## src/rtl/uart_master_if.sv

```systemverilog
// Host register bus of the UART: one write port and one read port, both
// strobed for a single clock per access.
interface uart_master_if;
  logic       I_TX_EN;
  logic [2:0] I_WADDR;
  logic [7:0] I_WDATA;
  logic       I_RX_EN;
  logic [2:0] I_RADDR;
  logic [7:0] O_RDATA;

  modport master (output I_TX_EN, I_WADDR, I_WDATA, I_RX_EN, I_RADDR, input O_RDATA);
  modport slave  (input  I_TX_EN, I_WADDR, I_WDATA, I_RX_EN, I_RADDR, output O_RDATA);
endinterface

```

## src/rtl/uart_master.sv

```systemverilog
// 16450-style UART without FIFOs: byte-wide register file, 16x baud tick,
// transmit shifter, oversampling receiver, modem status and interrupt logic.
module uart_master #(
  parameter int CLK_FREQ = 50000000,
  parameter int BAUD     = 115200
) (
  input  logic         I_CLK,
  input  logic         I_RESET,
  uart_master_if.slave bus,
  input  logic         SIN,
  output logic         SOUT,
  output logic         RxRDYn,
  output logic         TxRDYn,
  output logic         DDIS,
  output logic         INTR,
  input  logic         DCDn,
  input  logic         CTSn,
  input  logic         DSRn,
  input  logic         RIn,
  output logic         DTRn,
  output logic         RTSn
);
  localparam int          RST_DIV_I = (CLK_FREQ + 8 * BAUD) / (16 * BAUD);
  localparam logic [15:0] RST_DIV   = 16'(RST_DIV_I);

  typedef enum logic [2:0] {TX_IDLE, TX_WAIT, TX_START, TX_DATA, TX_PAR, TX_STOP} tx_state_t;
  typedef enum logic [2:0] {RX_IDLE, RX_START, RX_DATA, RX_PAR, RX_STOP, RX_HOLD} rx_state_t;

  logic [7:0] lcr, scr, dll, dlm, thr, rbr, rdata_q, rd_mux, iir, tx_shift, rx_shift;
  logic [3:0] ier, msr_delta, msr_chg, mdm_s1, mdm_s2, mdm_cur, mdm_prev, tx_tick, rx_tick;
  logic [4:0] mcr;
  logic [2:0] tx_bitn, rx_bitn, wlen_last;
  logic [15:0] div_cnt, divisor;
  logic dr, oe, pe, fe, bi, thre, thre_pend, temt, intr_q, ddis_q, tick;
  logic wr_thr, wr_div, ier_thre_rise, rd_rbr, rd_lsr, rd_msr, rd_iir;
  logic tx_load, tx_line, tx_ser_q, tx_par, tx_stopn, tx_bit_end;
  logic rx_s1, rx_s2, rx_in, rx_mid, rx_done, rx_xor, rx_any1, rx_perr;
  tx_state_t tx_state, tx_next;
  rx_state_t rx_state, rx_next;

  wire dlab = lcr[7];
  assign divisor   = {dlm, dll};
  assign wlen_last = {1'b1, lcr[1:0]};  // index of the last data bit, 4..7

  assign wr_thr = bus.I_TX_EN && bus.I_WADDR == 3'd0 && !dlab;
  assign wr_div = bus.I_TX_EN && dlab && (bus.I_WADDR == 3'd0 || bus.I_WADDR == 3'd1);
  assign ier_thre_rise = bus.I_TX_EN && bus.I_WADDR == 3'd1 && !dlab &&
                         bus.I_WDATA[1] && !ier[1] && thre;
  assign rd_rbr = bus.I_RX_EN && bus.I_RADDR == 3'd0 && !dlab;
  assign rd_iir = bus.I_RX_EN && bus.I_RADDR == 3'd2;
  assign rd_lsr = bus.I_RX_EN && bus.I_RADDR == 3'd5;
  assign rd_msr = bus.I_RX_EN && bus.I_RADDR == 3'd6;

  // 16x baud tick; a divisor write restarts the count, divisor 0 stalls it.
  assign tick = (divisor != 16'd0) && (div_cnt == divisor - 16'd1);
  always_ff @(posedge I_CLK) begin
    // NOTE: clocked state uses non-blocking assignments so every register
    // samples pre-edge values regardless of statement order.
    if (I_RESET || wr_div || tick) div_cnt <= 16'd0;
    else if (divisor != 16'd0)     div_cnt <= div_cnt + 16'd1;
  end

  // Transmit FSM state register.
  always_ff @(posedge I_CLK) begin
    if (I_RESET) tx_state <= TX_IDLE;
    else         tx_state <= tx_next;
  end

  // Transmit next-state and serial line value.
  assign tx_bit_end = tick && tx_tick == 4'd15;
  always_comb begin
    // NOTE: every output of this block gets a default first, so no path
    // through the case can leave a value held and infer a latch.
    tx_next = tx_state;
    tx_load = 1'b0;
    tx_line = 1'b1;
    case (tx_state)
      TX_IDLE:  if (!thre) begin tx_load = 1'b1; tx_next = TX_WAIT; end
      TX_WAIT:  if (tick) tx_next = TX_START;
      TX_START: begin tx_line = 1'b0; if (tx_bit_end) tx_next = TX_DATA; end
      TX_DATA: begin
        tx_line = tx_shift[0];
        if (tx_bit_end && tx_bitn == wlen_last) tx_next = lcr[3] ? TX_PAR : TX_STOP;
      end
      TX_PAR:  begin tx_line = tx_par; if (tx_bit_end) tx_next = TX_STOP; end
      TX_STOP: if (tx_bit_end && (tx_stopn || !lcr[2])) tx_next = TX_IDLE;
      default: tx_next = TX_IDLE;
    endcase
  end

  // Transmit shifter, bit counters and the registered line (break applied).
  always_ff @(posedge I_CLK) begin
    if (I_RESET) begin
      tx_shift <= 8'h00; tx_par <= 1'b0; tx_bitn <= 3'd0; tx_stopn <= 1'b0;
      tx_tick  <= 4'd0;  tx_ser_q <= 1'b1;
    end else begin
      tx_ser_q <= lcr[6] ? 1'b0 : tx_line;
      if (tx_load) begin
        tx_shift <= thr;
        tx_par   <= ^(thr & (8'hFF >> (~lcr[1:0]))) ^ ~lcr[4];
        tx_bitn  <= 3'd0;
        tx_stopn <= 1'b0;
      end else if (tx_bit_end) begin
        if (tx_state == TX_DATA) begin
          tx_shift <= {1'b0, tx_shift[7:1]};
          tx_bitn  <= tx_bitn + 3'd1;
        end
        if (tx_state == TX_STOP) tx_stopn <= 1'b1;
      end
      if (tick) tx_tick <= (tx_state == TX_WAIT) ? 4'd0 : tx_tick + 4'd1;
    end
  end
  assign temt = thre && tx_state == TX_IDLE;

  // SIN synchroniser; loopback feeds the receiver from the transmit line.
  always_ff @(posedge I_CLK) begin
    if (I_RESET) begin rx_s1 <= 1'b1; rx_s2 <= 1'b1; end
    else         begin rx_s1 <= SIN;  rx_s2 <= rx_s1; end
  end
  assign rx_in = mcr[4] ? tx_ser_q : rx_s2;

  // Receive FSM state register; reset waits for an idle-high line.
  always_ff @(posedge I_CLK) begin
    if (I_RESET) rx_state <= RX_HOLD;
    else         rx_state <= rx_next;
  end

  // Receive next-state: mid-bit is tick 8 of the start bit, then every 16.
  assign rx_mid = tick && (rx_state == RX_START ? rx_tick == 4'd7 : rx_tick == 4'd15);
  always_comb begin
    rx_next = rx_state;
    rx_done = 1'b0;
    case (rx_state)
      RX_IDLE:  if (!rx_in) rx_next = RX_START;
      RX_START: if (rx_mid) rx_next = rx_in ? RX_HOLD : RX_DATA;
      RX_DATA:  if (rx_mid && rx_bitn == wlen_last) rx_next = lcr[3] ? RX_PAR : RX_STOP;
      RX_PAR:   if (rx_mid) rx_next = RX_STOP;
      RX_STOP:  if (rx_mid) begin rx_done = 1'b1; rx_next = RX_HOLD; end
      RX_HOLD:  if (rx_in) rx_next = RX_IDLE;
      default:  rx_next = RX_HOLD;
    endcase
  end

  // Receive sampling: assemble data, track parity and all-zero frames.
  always_ff @(posedge I_CLK) begin
    if (I_RESET) begin
      rx_tick <= 4'd0; rx_bitn <= 3'd0; rx_shift <= 8'h00; rx_xor <= 1'b0;
      rx_any1 <= 1'b0; rx_perr <= 1'b0; rbr <= 8'h00;
    end else if (rx_state == RX_IDLE) begin
      rx_tick <= 4'd0; rx_bitn <= 3'd0; rx_shift <= 8'h00; rx_xor <= 1'b0;
      rx_any1 <= 1'b0; rx_perr <= 1'b0;
    end else begin
      if (tick) rx_tick <= (rx_state == RX_START && rx_tick == 4'd7) ? 4'd0 : rx_tick + 4'd1;
      if (rx_mid) begin
        case (rx_state)
          RX_DATA: begin
            rx_shift[rx_bitn] <= rx_in;
            rx_xor  <= rx_xor ^ rx_in;
            rx_any1 <= rx_any1 | rx_in;
            rx_bitn <= rx_bitn + 3'd1;
          end
          RX_PAR: begin
            rx_perr <= rx_xor ^ rx_in ^ ~lcr[4];
            rx_any1 <= rx_any1 | rx_in;
          end
          RX_STOP: rbr <= rx_shift;
          default: ;
        endcase
      end
    end
  end

  // Modem inputs, active-high after inversion: {DCD, RI, DSR, CTS}.
  always_ff @(posedge I_CLK) begin
    if (I_RESET) begin mdm_s1 <= 4'd0; mdm_s2 <= 4'd0; mdm_prev <= 4'd0; end
    else begin
      mdm_s1   <= {~DCDn, ~RIn, ~DSRn, ~CTSn};
      mdm_s2   <= mdm_s1;
      mdm_prev <= mdm_cur;
    end
  end
  assign mdm_cur = mcr[4] ? {mcr[3], mcr[2], mcr[0], mcr[1]} : mdm_s2;
  assign msr_chg = {mdm_prev[3] ^ mdm_cur[3], mdm_prev[2] & ~mdm_cur[2],
                    mdm_prev[1] ^ mdm_cur[1], mdm_prev[0] ^ mdm_cur[0]};

  // Interrupt identification in priority order.
  always_comb begin
    iir = 8'h01;
    if (ier[2] && (oe || pe || fe || bi)) iir = 8'h06;
    else if (ier[0] && dr)                iir = 8'h04;
    else if (ier[1] && thre_pend)         iir = 8'h02;
    else if (ier[3] && msr_delta != 4'd0) iir = 8'h00;
  end

  // Read data multiplexer.
  always_comb begin
    rd_mux = 8'h00;
    case (bus.I_RADDR)
      3'd0: rd_mux = dlab ? dll : rbr;
      3'd1: rd_mux = dlab ? dlm : {4'h0, ier};
      3'd2: rd_mux = iir;
      3'd3: rd_mux = lcr;
      3'd4: rd_mux = {3'b000, mcr};
      3'd5: rd_mux = {1'b0, temt, thre, bi, fe, pe, oe, dr};
      3'd6: rd_mux = {mdm_cur, msr_delta};
      default: rd_mux = scr;
    endcase
  end

  // Register file, status flags and read side effects; new events win over clears.
  always_ff @(posedge I_CLK) begin
    if (I_RESET) begin
      lcr <= 8'h03; dll <= RST_DIV[7:0]; dlm <= RST_DIV[15:8];
      ier <= 4'h0; mcr <= 5'h00; scr <= 8'h00; thr <= 8'h00;
      dr <= 1'b0; oe <= 1'b0; pe <= 1'b0; fe <= 1'b0; bi <= 1'b0;
      thre <= 1'b1; thre_pend <= 1'b0; msr_delta <= 4'h0;
      rdata_q <= 8'h00; intr_q <= 1'b0; ddis_q <= 1'b1;
    end else begin
      if (bus.I_TX_EN) begin
        case (bus.I_WADDR)
          3'd0: if (dlab) dll <= bus.I_WDATA; else thr <= bus.I_WDATA;
          3'd1: if (dlab) dlm <= bus.I_WDATA; else ier <= bus.I_WDATA[3:0];
          3'd3: lcr <= bus.I_WDATA;
          3'd4: mcr <= bus.I_WDATA[4:0];
          3'd7: scr <= bus.I_WDATA;
          default: ;
        endcase
      end
      if (wr_thr)       thre <= 1'b0;
      else if (tx_load) thre <= 1'b1;
      if (wr_thr)                          thre_pend <= 1'b0;
      else if (tx_load || ier_thre_rise)   thre_pend <= 1'b1;
      else if (rd_iir && iir == 8'h02)     thre_pend <= 1'b0;
      if (rx_done)     dr <= 1'b1;
      else if (rd_rbr) dr <= 1'b0;
      if (rx_done && dr)                    oe <= 1'b1; else if (rd_lsr) oe <= 1'b0;
      if (rx_done && lcr[3] && rx_perr)     pe <= 1'b1; else if (rd_lsr) pe <= 1'b0;
      if (rx_done && !rx_in)                fe <= 1'b1; else if (rd_lsr) fe <= 1'b0;
      if (rx_done && !(rx_any1 || rx_in))   bi <= 1'b1; else if (rd_lsr) bi <= 1'b0;
      msr_delta <= (rd_msr ? 4'h0 : msr_delta) | msr_chg;
      if (bus.I_RX_EN) rdata_q <= rd_mux;
      ddis_q <= ~bus.I_RX_EN;
      intr_q <= ~iir[0];
    end
  end

  assign bus.O_RDATA = rdata_q;
  assign SOUT   = mcr[4] ? 1'b1 : tx_ser_q;
  assign RxRDYn = ~dr;
  assign TxRDYn = ~thre;
  assign DDIS   = ddis_q;
  assign INTR   = intr_q;
  assign DTRn   = ~mcr[0];
  assign RTSn   = ~mcr[1];
endmodule

```

## src/flat_wrapper.sv

```systemverilog
// flat-port wrapper written by rule: the top's interface ports become plain ports
module uart_master_flat 
#(
  parameter int CLK_FREQ = 50000000,
  parameter int BAUD     = 115200
)
  (I_CLK, I_RESET, SIN, SOUT, RxRDYn, TxRDYn, DDIS, INTR, DCDn, CTSn, DSRn, RIn, DTRn, RTSn, bus_I_TX_EN, bus_I_WADDR, bus_I_WDATA, bus_I_RX_EN, bus_I_RADDR, bus_O_RDATA);
  uart_master_if bus_i ();
  input  logic I_CLK;
  input  logic I_RESET;
  input  logic SIN;
  output logic SOUT;
  output logic RxRDYn;
  output logic TxRDYn;
  output logic DDIS;
  output logic INTR;
  input  logic DCDn;
  input  logic CTSn;
  input  logic DSRn;
  input  logic RIn;
  output logic DTRn;
  output logic RTSn;
  input wire logic [$bits(bus_i.I_TX_EN)-1:0] bus_I_TX_EN;
  input wire logic [$bits(bus_i.I_WADDR)-1:0] bus_I_WADDR;
  input wire logic [$bits(bus_i.I_WDATA)-1:0] bus_I_WDATA;
  input wire logic [$bits(bus_i.I_RX_EN)-1:0] bus_I_RX_EN;
  input wire logic [$bits(bus_i.I_RADDR)-1:0] bus_I_RADDR;
  output wire logic [$bits(bus_i.O_RDATA)-1:0] bus_O_RDATA;
  assign bus_i.I_TX_EN = bus_I_TX_EN;
  assign bus_i.I_WADDR = bus_I_WADDR;
  assign bus_i.I_WDATA = bus_I_WDATA;
  assign bus_i.I_RX_EN = bus_I_RX_EN;
  assign bus_i.I_RADDR = bus_I_RADDR;
  assign bus_O_RDATA = bus_i.O_RDATA;
  uart_master #(.CLK_FREQ(CLK_FREQ), .BAUD(BAUD)) u_core (.I_CLK(I_CLK), .I_RESET(I_RESET), .bus(bus_i), .SIN(SIN), .SOUT(SOUT), .RxRDYn(RxRDYn), .TxRDYn(TxRDYn), .DDIS(DDIS), .INTR(INTR), .DCDn(DCDn), .CTSn(CTSn), .DSRn(DSRn), .RIn(RIn), .DTRn(DTRn), .RTSn(RTSn));
endmodule
```

## config.mk

```make
export PLATFORM = sky130hd
export DESIGN_NAME = uart_master_flat
export DESIGN_NICKNAME = d
export VERILOG_FILES = /design/src/rtl/uart_master_if.sv /design/src/rtl/uart_master.sv /design/src/flat_wrapper.sv
export SDC_FILE = /design/constraint.sdc
export NUM_CORES = 1
export LEC_CHECK = 0
export BUFFER_PORTS_ARGS = -buffer_cell sky130_fd_sc_hd__buf_4
export CELL_PAD_IN_SITES_DETAIL_PLACEMENT = 0
export CELL_PAD_IN_SITES_GLOBAL_PLACEMENT = 1
export CORE_UTILIZATION = 44
export CTS_BUF_LIST = sky130_fd_sc_hd__clkbuf_2
export DETAILED_ROUTE_END_ITERATION = 8
export GPL_TIMING_DRIVEN = 0
export PLACE_DENSITY = 0.83
export SKIP_LAST_GASP = 1
export SYNTH_ARGS = -nofsm -noshare
export SYNTH_HDL_FRONTEND = slang
export SYNTH_SLANG_ARGS = --single-unit
```

## constraint.sdc

```tcl
create_clock -name I_CLK -period 3.1 [get_ports I_CLK]
set_input_delay 0.465 -clock I_CLK [delete_from_list [all_inputs] [get_ports I_CLK]]
set_output_delay 0.465 -clock I_CLK [all_outputs]
set_load 0.01 [all_outputs]
```

==> results of run 1 <==
[per-stage QoR]
step	TNS [ns]	util, %	cell area (µm²)
after detailed placement	-38.56	48.83	8155
final	-0.2446	53.77	8980
after global placement	-35.10	48.79	8149
after CTS	-0.008894	52.72	8805
after floorplan	0	-	7626
after global routing	-0.7588	53.77	8980
[worst max path at each step]
stage	start	end	slack, ns	cells past startpoint
3_5_place_dp	u_core.dll[3]	u_core.tx_bitn[2]	-0.83	11
5_1_grt	u_core.dll[2]	u_core.rx_state[0]	-0.20	9
6_report	u_core.dll[4]	u_core.rx_state[0]	-0.12	10
2_1_floorplan	u_core.dll[1]	u_core.rx_state[0]	0.007	11
4_1_cts	u_core.dll[5]	u_core.rx_state[0]	-0.007	10
3_3_place_gp	u_core.dll[3]	u_core.tx_bitn[2]	-0.76	11
[flip-flops by register name, summed over array words and instances, names as in the netlist, 4 cells and up]
name,count
u_core.mdm_s1,4
u_core.mdm_prev,4
u_core.dlm,8
u_core.rx_shift,8
u_core.div_cnt,16
u_core.msr_delta,4
u_core.rx_tick,4
u_core.scr,8
u_core.bus.O_RDATA,8
u_core.lcr,8
u_core.ier,4
u_core.rbr,8
u_core.tx_tick,4
u_core.mcr,5
u_core.thr,8
u_core.tx_shift,8
u_core.mdm_s2,4
u_core.dll,8
[cell usage in the layout, fill, tap and decap left out, drive strengths merged, types with 8 or more instances in the layout]
cell type	synthesis	final
dfxtp	150	150
nand4	13	14
nor3b	11	11
or2	8	8
a21oi	53	53
nor2	132	132
nand3	22	22
clkbuf	54	63
buf	14	80
a211oi	8	8
and3	9	9
nor4	15	15
mux2i	62	62
xor2	18	18
nor2b	23	23
o21ai	23	23
xnor2	36	36
dlygate4sd3	0	11
nor3	32	32
nand2	99	99
inv	14	16
or3	8	8
[cell families (layout without fill, tap and decap cells)]
family          count (synthesis)  count (layout)  share of synthesized area (%)
compound gates                150             150                          12.93
xor+xnor                       54              54                          6.225
fa+ha+maj                       7               7                          1.153
buf+inv                        82             182                          4.430
flops                         150             150                          39.53
mux                            67              67                          9.206
simple gates                  405             406                          26.53
[worst max-delay path, stage by stage, from the launching register on]
cell	delay (ns)
dfxtp_2	0.52
nor4_4	0.09
buf_4	0.17
buf_4	0.14
a2111o_1	0.39
nand4_1	0.13
nor2_1	0.07
or4_4	0.54
or2_4	0.29
or4_4	0.48
a221o_1	0.34
[routing by layer]
metal  share of wire, %  vias up  track usage, %
met2                 45      173           39.32
met5                  0        -               0
met4                2.3        0           8.144
met1                 47     3328           34.32
met3                5.3       32           4.795
li1                   -     3384               -
[power by group through the flow]
stage	registers, mW	clock network (mW)	logic [mW]
global placement	2.04	0	0.412
detailed placement	2.04	0	0.413
global route	2.01	1.35	0.474
CTS	2.00	1.27	0.425
floorplan	2.04	0	0.278
finish	2.00	1.26	0.432
[cell type report]
| class | count | area (µm²) |
|---|---|---|
| buffer | 60 | 287.8 |
| clock buffer | 17 | 85.08 |
| clock inverter | 14 | 182.7 |
| fill | 1613 | 7721 |
| inverter | 14 | 55.05 |
| multi-input combinational | 684 | 4454 |
| sequential | 150 | 3029 |
| tap | 220 | 275.3 |
| timing repair buffer | 77 | 610.6 |
[what timing repair did]
item                                   4_1_cts  5_1_grt
resized for setup                           36       31
cloned                                       1        1
pin swaps                                   19       19
setup endpoints to repair                   68       55
setup buffers                               24       10
endpoints found under the hold margin       18        1
hold buffers                                10        1
==> flow_metrics.tcl, run 1 <==
set metrics [dict create \
    drt.antenna.violating_nets 0 \
    grt.overflow.total 0 \
    whs_endpoint "u_core.scr[0]" \
    clock.fmax_mhz 310.5 \
    p_sw_share_pct 28.00 \
    layout.cells.non_filler 1236 \
    die_h_um 133.4 \
    power.leakage_nw 3.320 \
    diodes 0 \
    start_kind "register" \
    tritoncts "done" \
    reg2reg_slack_ns -0.12 \
    drc_errors 0 \
    first_global_vias 6270 \
    io_pins 38 \
    outcome "finished, violations left" \
    wl_per_cell_um 18.00 \
    ctsHtreeMaxLevel 4 \
    vias_per_cell 5.596 \
    violations "setup timing" \
    place_congestion 0.9258 \
    rows 47 \
    ir_drop_mv 0.3394 \
    wirelength_mm 22.25 \
    finalSetupViolations 4 \
    hold_path_depth 3 \
    end_kind "register" \
    cp_max_fo 5 \
    ys_seq_area_share_pct 39.53 \
    layout_setup_ws_ns -0.1201 \
    reg2reg_from "u_core.dll[4]" \
    worstPathArrival_ns 3.87 \
    drv_cap 0 \
    start_util_pct 45.49 \
    reg2reg_to "u_core.rx_state[0]" \
    die_w_um 133.4 \
    max_slew_margin_pct 14.21 \
    slew_violations 0 \
    vias 6917 \
    clkLatencyLatePin_ns 0.73 \
    syn2layout_area_growth_pct 18.20 \
    tightest_slew_ns 1.277 \
    dieArea_um2 17800 \
    grt_max_degree 17 \
    pwr-share-comb_pct 11.7 \
    cts_sinks 150 \
    syn-num-nets 945 \
    initialDrtViolationCount 569 \
    antenna_found_initial 0 \
    p_int_mw 2.656 \
    clock_path_buffers 2 \
    period_needed_ns 3.220 \
    netlist.area_leader.share_pct 39.53 \
    dr.pass1.iters 5 \
    ys_async_sr_fraction_pct 0 \
    skew_ns 0.03149 \
    track_usage_pct 24.99 \
    drive_gt1_share_pct 15.55 \
    place_ws_ns -0.8336 \
    dp.cells 1168 \
    cts_made_buffers 17 \
    clkPwrFrac_pct 34.0 \
    clk_pin_slew_ns 0.22 \
    r2r.worst_path.cells 10 \
    yosys-top-cells-area "dfxtp_1 (40%), mux2i_1 (8.2%), nor2_1 (6.5%)" \
    root_buffer "clkbuf_2" \
    hold_violations 0 \
    hp-start "bus_I_WDATA[0]" \
    syn_area_um2 7597 \
    final_net_count 1034 \
    yosysMostFrequentCell "dfxtp_1" \
    sequentialPowerShare_pct 54.3 \
    power_mw 3.689 \
    synth_flop_cell "dfxtp_1" \
    synth_seq_cells 150 \
    grt_pass1_wl_mm 34.23 \
    path_class "register to register" \
    ys_top_cells_by_count "dfxtp_1 (150), nor2_1 (131), nand2_1 (98)" \
    synth_edf_count 0 \
    synth_top_cell_by_area "dfxtp_1" \
    dp_hpwl_mm 15.61 \
    synth_cell_types 72 \
    p_switching_mw 1.033 \
    core-area_um2 16700 \
    power_density_nw_per_um2 410.8 \
    fin_crit_sh_pct 103.9 \
    yosys_warnings 0 \
    rsz0062_at_grt "true" \
    io_buffers 33 \
    synth_cells 915 \
    syn_area_per_cell_um2 8.303 \
    worstHoldPathType "input port to register" \
    cp.required_ns 3.75 \
    hold_slack_ns 0.06687 \
]
Note: power is estimated with default switching activity, not from simulation.
==> run 2, diff against run 1 <==
Settings changed: CORE_UTILIZATION 44 to 52, PLACE_DENSITY 0.83 to 0.92.
Clock period 3.1 ns to 4.1 ns, I/O delays scaled along.
==> run 2 against run 1 <==
Effect of this change: the flow now finishes without violations; sequential share of layout area is 1.9 points higher; power is 25% lower; utilization is 6.3 points higher; maximum frequency is 14% lower; global-route usage is 3.6 points higher; clock skew is 0.0028 ns higher; cell count is 5.4% lower; register-to-register slack better by 0.46 ns; largest cell class unchanged; largest power group unchanged.
==> flow_metrics.tcl, run 2 (same netlist as run 1, synthesis figures left out) <==
set metrics [dict create \
    grt_use_met1_pct 38.00 \
    drv_cap 0 \
    grt_pass1_wl_mm 32.20 \
    stdcell_area_um2 8432 \
    dieArea_um2 15100 \
    start_util_pct 54.10 \
    max_slew_margin_pct 23.61 \
    die_w_um 122.9 \
    final_common_cell "dfxtp_1" \
    skew_ns 0.03427 \
    use_met2_pct 45.26 \
    power_mw 2.771 \
    layout.cells.non_filler 1169 \
    ir_drop_mv 0.2902 \
    path_class "register to register" \
    largest_reg_flops 16 \
    period_needed_ns 3.758 \
    ctsHtreeMaxLevel 4 \
    layout_common_cells "dfxtp_1 (150), nor2_1 (131), nand2_1 (98)" \
    placed_area_um2 8075 \
    grt_util_met3_pct 6.552 \
    start_kind "register" \
    syn2layout_area_growth_pct 10.98 \
    final_net_count 1004 \
    tritoncts "done" \
    regMostFlops "u_core.div_cnt" \
    worstPathArrival_ns 4.41 \
    cp.required_ns 4.75 \
    power_density_nw_per_um2 328.7 \
    clkLatencyLatePin_ns 0.74 \
    finalSetupViolations 0 \
    rows 43 \
    vias_per_cell 5.763 \
    p_int_mw 2.021 \
    grt.busiest_layer "met2" \
    clock_path_buffers 2 \
    core-area_um2 14040 \
    dp.cells 1129 \
    power.leakage_nw 3.086 \
    cts_sinks 150 \
    pwr-share-comb_pct 11.5 \
    p_switching_uw 750.5 \
    outcome "complete, no violations" \
    cts_made_buffers 17 \
    io_buffers 33 \
    dr.pass1.iters 5 \
    p_sw_share_pct 27.08 \
    end_kind "register" \
    io_pins 38 \
    clk_pin_slew_ns 0.22 \
    vias 6737 \
    cp_max_fo 10 \
    dp_hpwl_mm 15.03 \
    antenna_found_initial 1 \
    hold_violations 0 \
    drt.antenna.violating_nets 0 \
    drc_errors 0 \
    wl_per_cell_um 17.40 \
    die_h_um 122.9 \
    initialDrtViolationCount 535 \
    fin_crit_sh_pct 91.65 \
    clkPwrFrac_pct 33.8 \
    track_usage_pct 28.60 \
    first_global_vias 5928 \
    slew_violations 0 \
    tightest_slew_ns 1.137 \
    place_congestion 0.9663 \
    tns_ns 0 \
    drive_gt1_share_pct 10.03 \
    root_buffer "clkbuf_2" \
    rsz0062_at_grt "false" \
    wirelength_mm 20.34 \
    grt.overflow.total 0 \
    worstHoldPathType "input port to register" \
    grt_max_degree 17 \
    clock.fmax_mhz 266.1 \
    sequentialPowerShare_pct 54.7 \
]
run 2: final timing paths:
kind | depth (start not counted) | slack (ns) | endpoint | startpoint
min | 3 | 0.15 | u_core.lcr[6] | bus_I_WDATA[6]
max | 12 | 0.34 | u_core.rx_state[0] | u_core.dll[0]
min reg2reg | 1 | 0.44 | u_core.rx_s2 | u_core.rx_s1
max reg2reg | 12 | 0.34 | u_core.rx_state[0] | u_core.dll[0]
run 2: layer usage:
metal | part of all wire, % | vias to the layer above
met4 | 2.2 | 0
li1 | - | 3326
met5 | 0 | -
met1 | 46 | 3176
met3 | 5.6 | 31
met2 | 46 | 204
run 2: metrics by stage:
step                      setup slack (ns)  hold WS, ns  utilization (%)
after global placement             0.07209       0.3914            57.47
final                               0.3422       0.1456            60.05
after CTS                           0.1355      0.08430            59.90
after detailed placement          -0.01413       0.4022            57.51
after floorplan                     0.7741       0.3895                -
after global routing               0.06884      0.05254            60.05
run 2: worst max-delay path, stage by stage, from the launching register on:
cell and delay (ns):
dfxtp_1 0.35, clkbuf_1 0.21, inv_1 0.17, ha_1 0.29, clkbuf_2 0.28, nand2_2 0.09
nor4b_2 0.35, o211ai_1 0.12, or4_4 0.59, or2_1 0.26, buf_6 0.14, or4_1 0.49
a221o_1 0.33
run 2: power groups by stage:
stage,registers (mW),clock network [mW],logic (mW)
3_3_place_gp,1.54,0,0.310
2_1_floorplan,1.54,0,0.210
5_1_grt,1.52,1.02,0.352
3_5_place_dp,1.54,0,0.310
6_report,1.52,0.936,0.319
4_1_cts,1.52,0.960,0.316
run 2: repair_timing:
action                                 4_1_cts  5_1_grt
pin swaps                                    0        1
endpoints found under the hold margin        5        0
resized for setup                            1        4
hold buffers                                 5        0
buffers inserted                             0        1
setup endpoints to repair                    9       41
run 2: layout make-up:
type	count	area, µm²
antenna	2	5.005
inverter	14	52.55
sequential	150	3003
multi-input combinational	683	4273
clock buffer	20	100.1
buffer	68	285.3
timing repair buffer	40	310.3
tap	180	225.2
fill	1316	5610
clock inverter	12	177.7
==> run 3, diff against run 2 <==
Settings changed: PLACE_DENSITY 0.92 to unset, PLACE_DENSITY_LB_ADDON set to 0.05.
==> run 3 against run 2 <==
Effect of this change: flip-flop and latch count did not move; first-iteration DRC count fell by 5.6%; utilization fell by 0.45 points; combinational power rose by 1%; highest routed layer unchanged; design area fell by 0.76%; largest cell class unchanged; non-clock buffer count fell by 4; register-to-register slack improved by 0.06 ns; cell count fell by 0.60%; via count rose by 2.0%; die area did not move; power fell by 2.3%.
==> flow_metrics.tcl, run 3 (same netlist as run 1, synthesis figures left out) <==
set metrics [dict create \
    outcome "complete, no violations" \
    crit_start "u_core.dll[3]" \
    core-area_um2 14040 \
    io_pins 38 \
    hold_path_depth 2 \
    grt_pass1_wl_mm 34.40 \
    vias 6870 \
    clkPwrFrac_pct 32.0 \
    drc_errors 0 \
    whs_endpoint "u_core.rx_s1" \
    dp.cells 1128 \
    dieArea_um2 15100 \
    grt.overflow.total 0 \
    fin_crit_sh_pct 90.23 \
    start_util_pct 54.10 \
    io_buffers 33 \
    power.leakage_nw 3.064 \
    dr.pass1.iters 5 \
    antenna_found_initial 0 \
    max_slew_margin_pct 16.17 \
    syn2layout_area_growth_pct 10.14 \
    hold_violations 0 \
    start_kind "register" \
    r2r.worst_path.cells 11 \
    path_class "register to register" \
    layout_setup_ws_ns 0.4008 \
    regMostFlops "u_core.div_cnt" \
    cts_sinks 150 \
    tritoncts "done" \
    path_common_cell "nor4_4" \
    period_needed_ns 3.699 \
    path_buf_inv 3 \
    wirelength_mm 22.12 \
    rows 43 \
    final_net_count 1000 \
    vias_per_cell 5.912 \
    nFillCells 1310 \
    place_congestion 0.9094 \
    place_ws_ns -0.09791 \
    path_delay_family "simple AND/OR/NAND/NOR gates" \
    finalSetupViolations 0 \
    reg2reg_from "u_core.dll[3]" \
    power_density_nw_per_um2 323.5 \
    wl_per_cell_um 19.04 \
    finish.utilization_pct 59.59 \
    clkLatencyLatePin_ns 0.72 \
    sequentialPowerShare_pct 56.0 \
    slowest_delay_ns 0.53 \
    root_buffer "clkbuf_2" \
    cp_max_fo 10 \
    diodes 0 \
    drv_cap 0 \
    die_w_um 122.9 \
    p_int_mw 1.950 \
    pwr-share-comb_pct 11.9 \
    first_global_vias 6455 \
    drive_gt1_share_pct 9.674 \
    die_h_um 122.9 \
    p_sw_share_pct 27.98 \
    final_common_cell "dfxtp_1" \
    track_usage_pct 30.53 \
    reg2reg_slack_ns 0.40 \
    clock.fmax_mhz 270.3 \
    post_cts_buffers 0 \
    crit_chain "nor4_4 -> buf_6 -> nand4_1 -> a2111oi_2 -> nor3_2 -> nor4_4 -> and4_1 -> clkbuf_1 -> buf_2 -> mux2i_1 -> nor2_1" \
    slew_violations 0 \
    drt.antenna.violating_nets 0 \
    largest_reg_flops 16 \
    cpMaxStageDelayCell "nor4_4" \
    cts_made_buffers 17 \
    clk_pin_slew_ns 0.22 \
    cp.required_ns 4.68 \
    worstPathArrival_ns 4.28 \
    dp_hpwl_mm 16.30 \
    p_switching_uw 757.6 \
    worstHoldPathType "input port to register" \
    initialDrtViolationCount 505 \
    clock_path_buffers 2 \
    end_kind "register" \
    reg2reg_to "u_core.rbr[7]" \
    grt_max_degree 17 \
    ctsHtreeMaxLevel 4 \
    ir_drop_mv 0.2935 \
    layout.cells.non_filler 1162 \
    layout_common_cells "dfxtp_1 (150), nor2_1 (131), nand2_1 (98)" \
    hp-start "SIN" \
    rsz0062_at_grt "false" \
    tightest_slew_ns 1.248 \
    skew_ns 0.02916 \
]
[run 3: final cells by class]
type | count | area [µm²] | share of cell area (%)
plain buffers | 67 | 281.5 | 3.364
clock buffers | 20 | 100.1 | 1.196
clock inverters | 11 | 133.9 | 1.600
inverters | 14 | 52.55 | 0.6280
multi-input cells | 683 | 4284 | 51.20
flip-flops and latches | 150 | 3003 | 35.89
well taps | 180 | 225.2 | 2.691
repair buffers | 37 | 287.8 | 3.439
[run 3: what timing repair did]
action / in CTS / in global routing
resized for setup: 1 / 5
pin swaps: 0 / 1
endpoints found under the setup margin: 24 / 43
hold buffers: 4 / 0
endpoints found under the hold margin: 4 / 0
[run 3: routing by layer]
metal	part of all wire [%]	routed length [µm]	vias up	GRT usage (%)
met2	47	10320	216	49.33
met3	6.0	1321	36	7.203
met1	45	9926	3313	39.78
met5	0	0	-	0
li1	-	-	3305	-
met4	2.5	548	0	10.37
[run 3: worst max path at each step]
| stage | cells past startpoint | slack, ns | end |
|---|---|---|---|
| after floorplan | 12 | 0.77 | u_core.rx_state[0] |
| after global placement | 13 | 0.1 | u_core.tx_bitn[2] |
| after detailed placement | 13 | -0.1 | u_core.tx_bitn[2] |
| after CTS | 13 | 0.05 | u_core.rbr[7] |
| after global routing | 11 | 0.14 | u_core.tx_bitn[2] |
| final | 11 | 0.40 | u_core.rbr[7] |
[run 3: power groups by stage]
stage | logic (mW) | clock network, mW | registers (mW)
3_3_place_gp | 0.309 | 0 | 1.54
6_report | 0.323 | 0.867 | 1.52
2_1_floorplan | 0.210 | 0 | 1.54
3_5_place_dp | 0.313 | 0 | 1.55
5_1_grt | 0.352 | 0.941 | 1.52
4_1_cts | 0.318 | 0.888 | 1.52
[run 3: per-stage QoR]
| stage | total power, mW | hold WS [ns] | TNS [ns] | instance area [µm²] |
|---|---|---|---|---|
| after floorplan | 1.749 | 0.3895 | 0 | 7597 |
| after global placement | 1.854 | 0.3953 | 0 | 8070 |
| after detailed placement | 1.859 | 0.3952 | -0.9535 | 8070 |
| after CTS | 2.723 | 0.009946 | 0 | 8353 |
| after global routing | 2.815 | 0.003542 | 0 | 8368 |
| final | 2.707 | 0.07635 | 0 | 8368 |
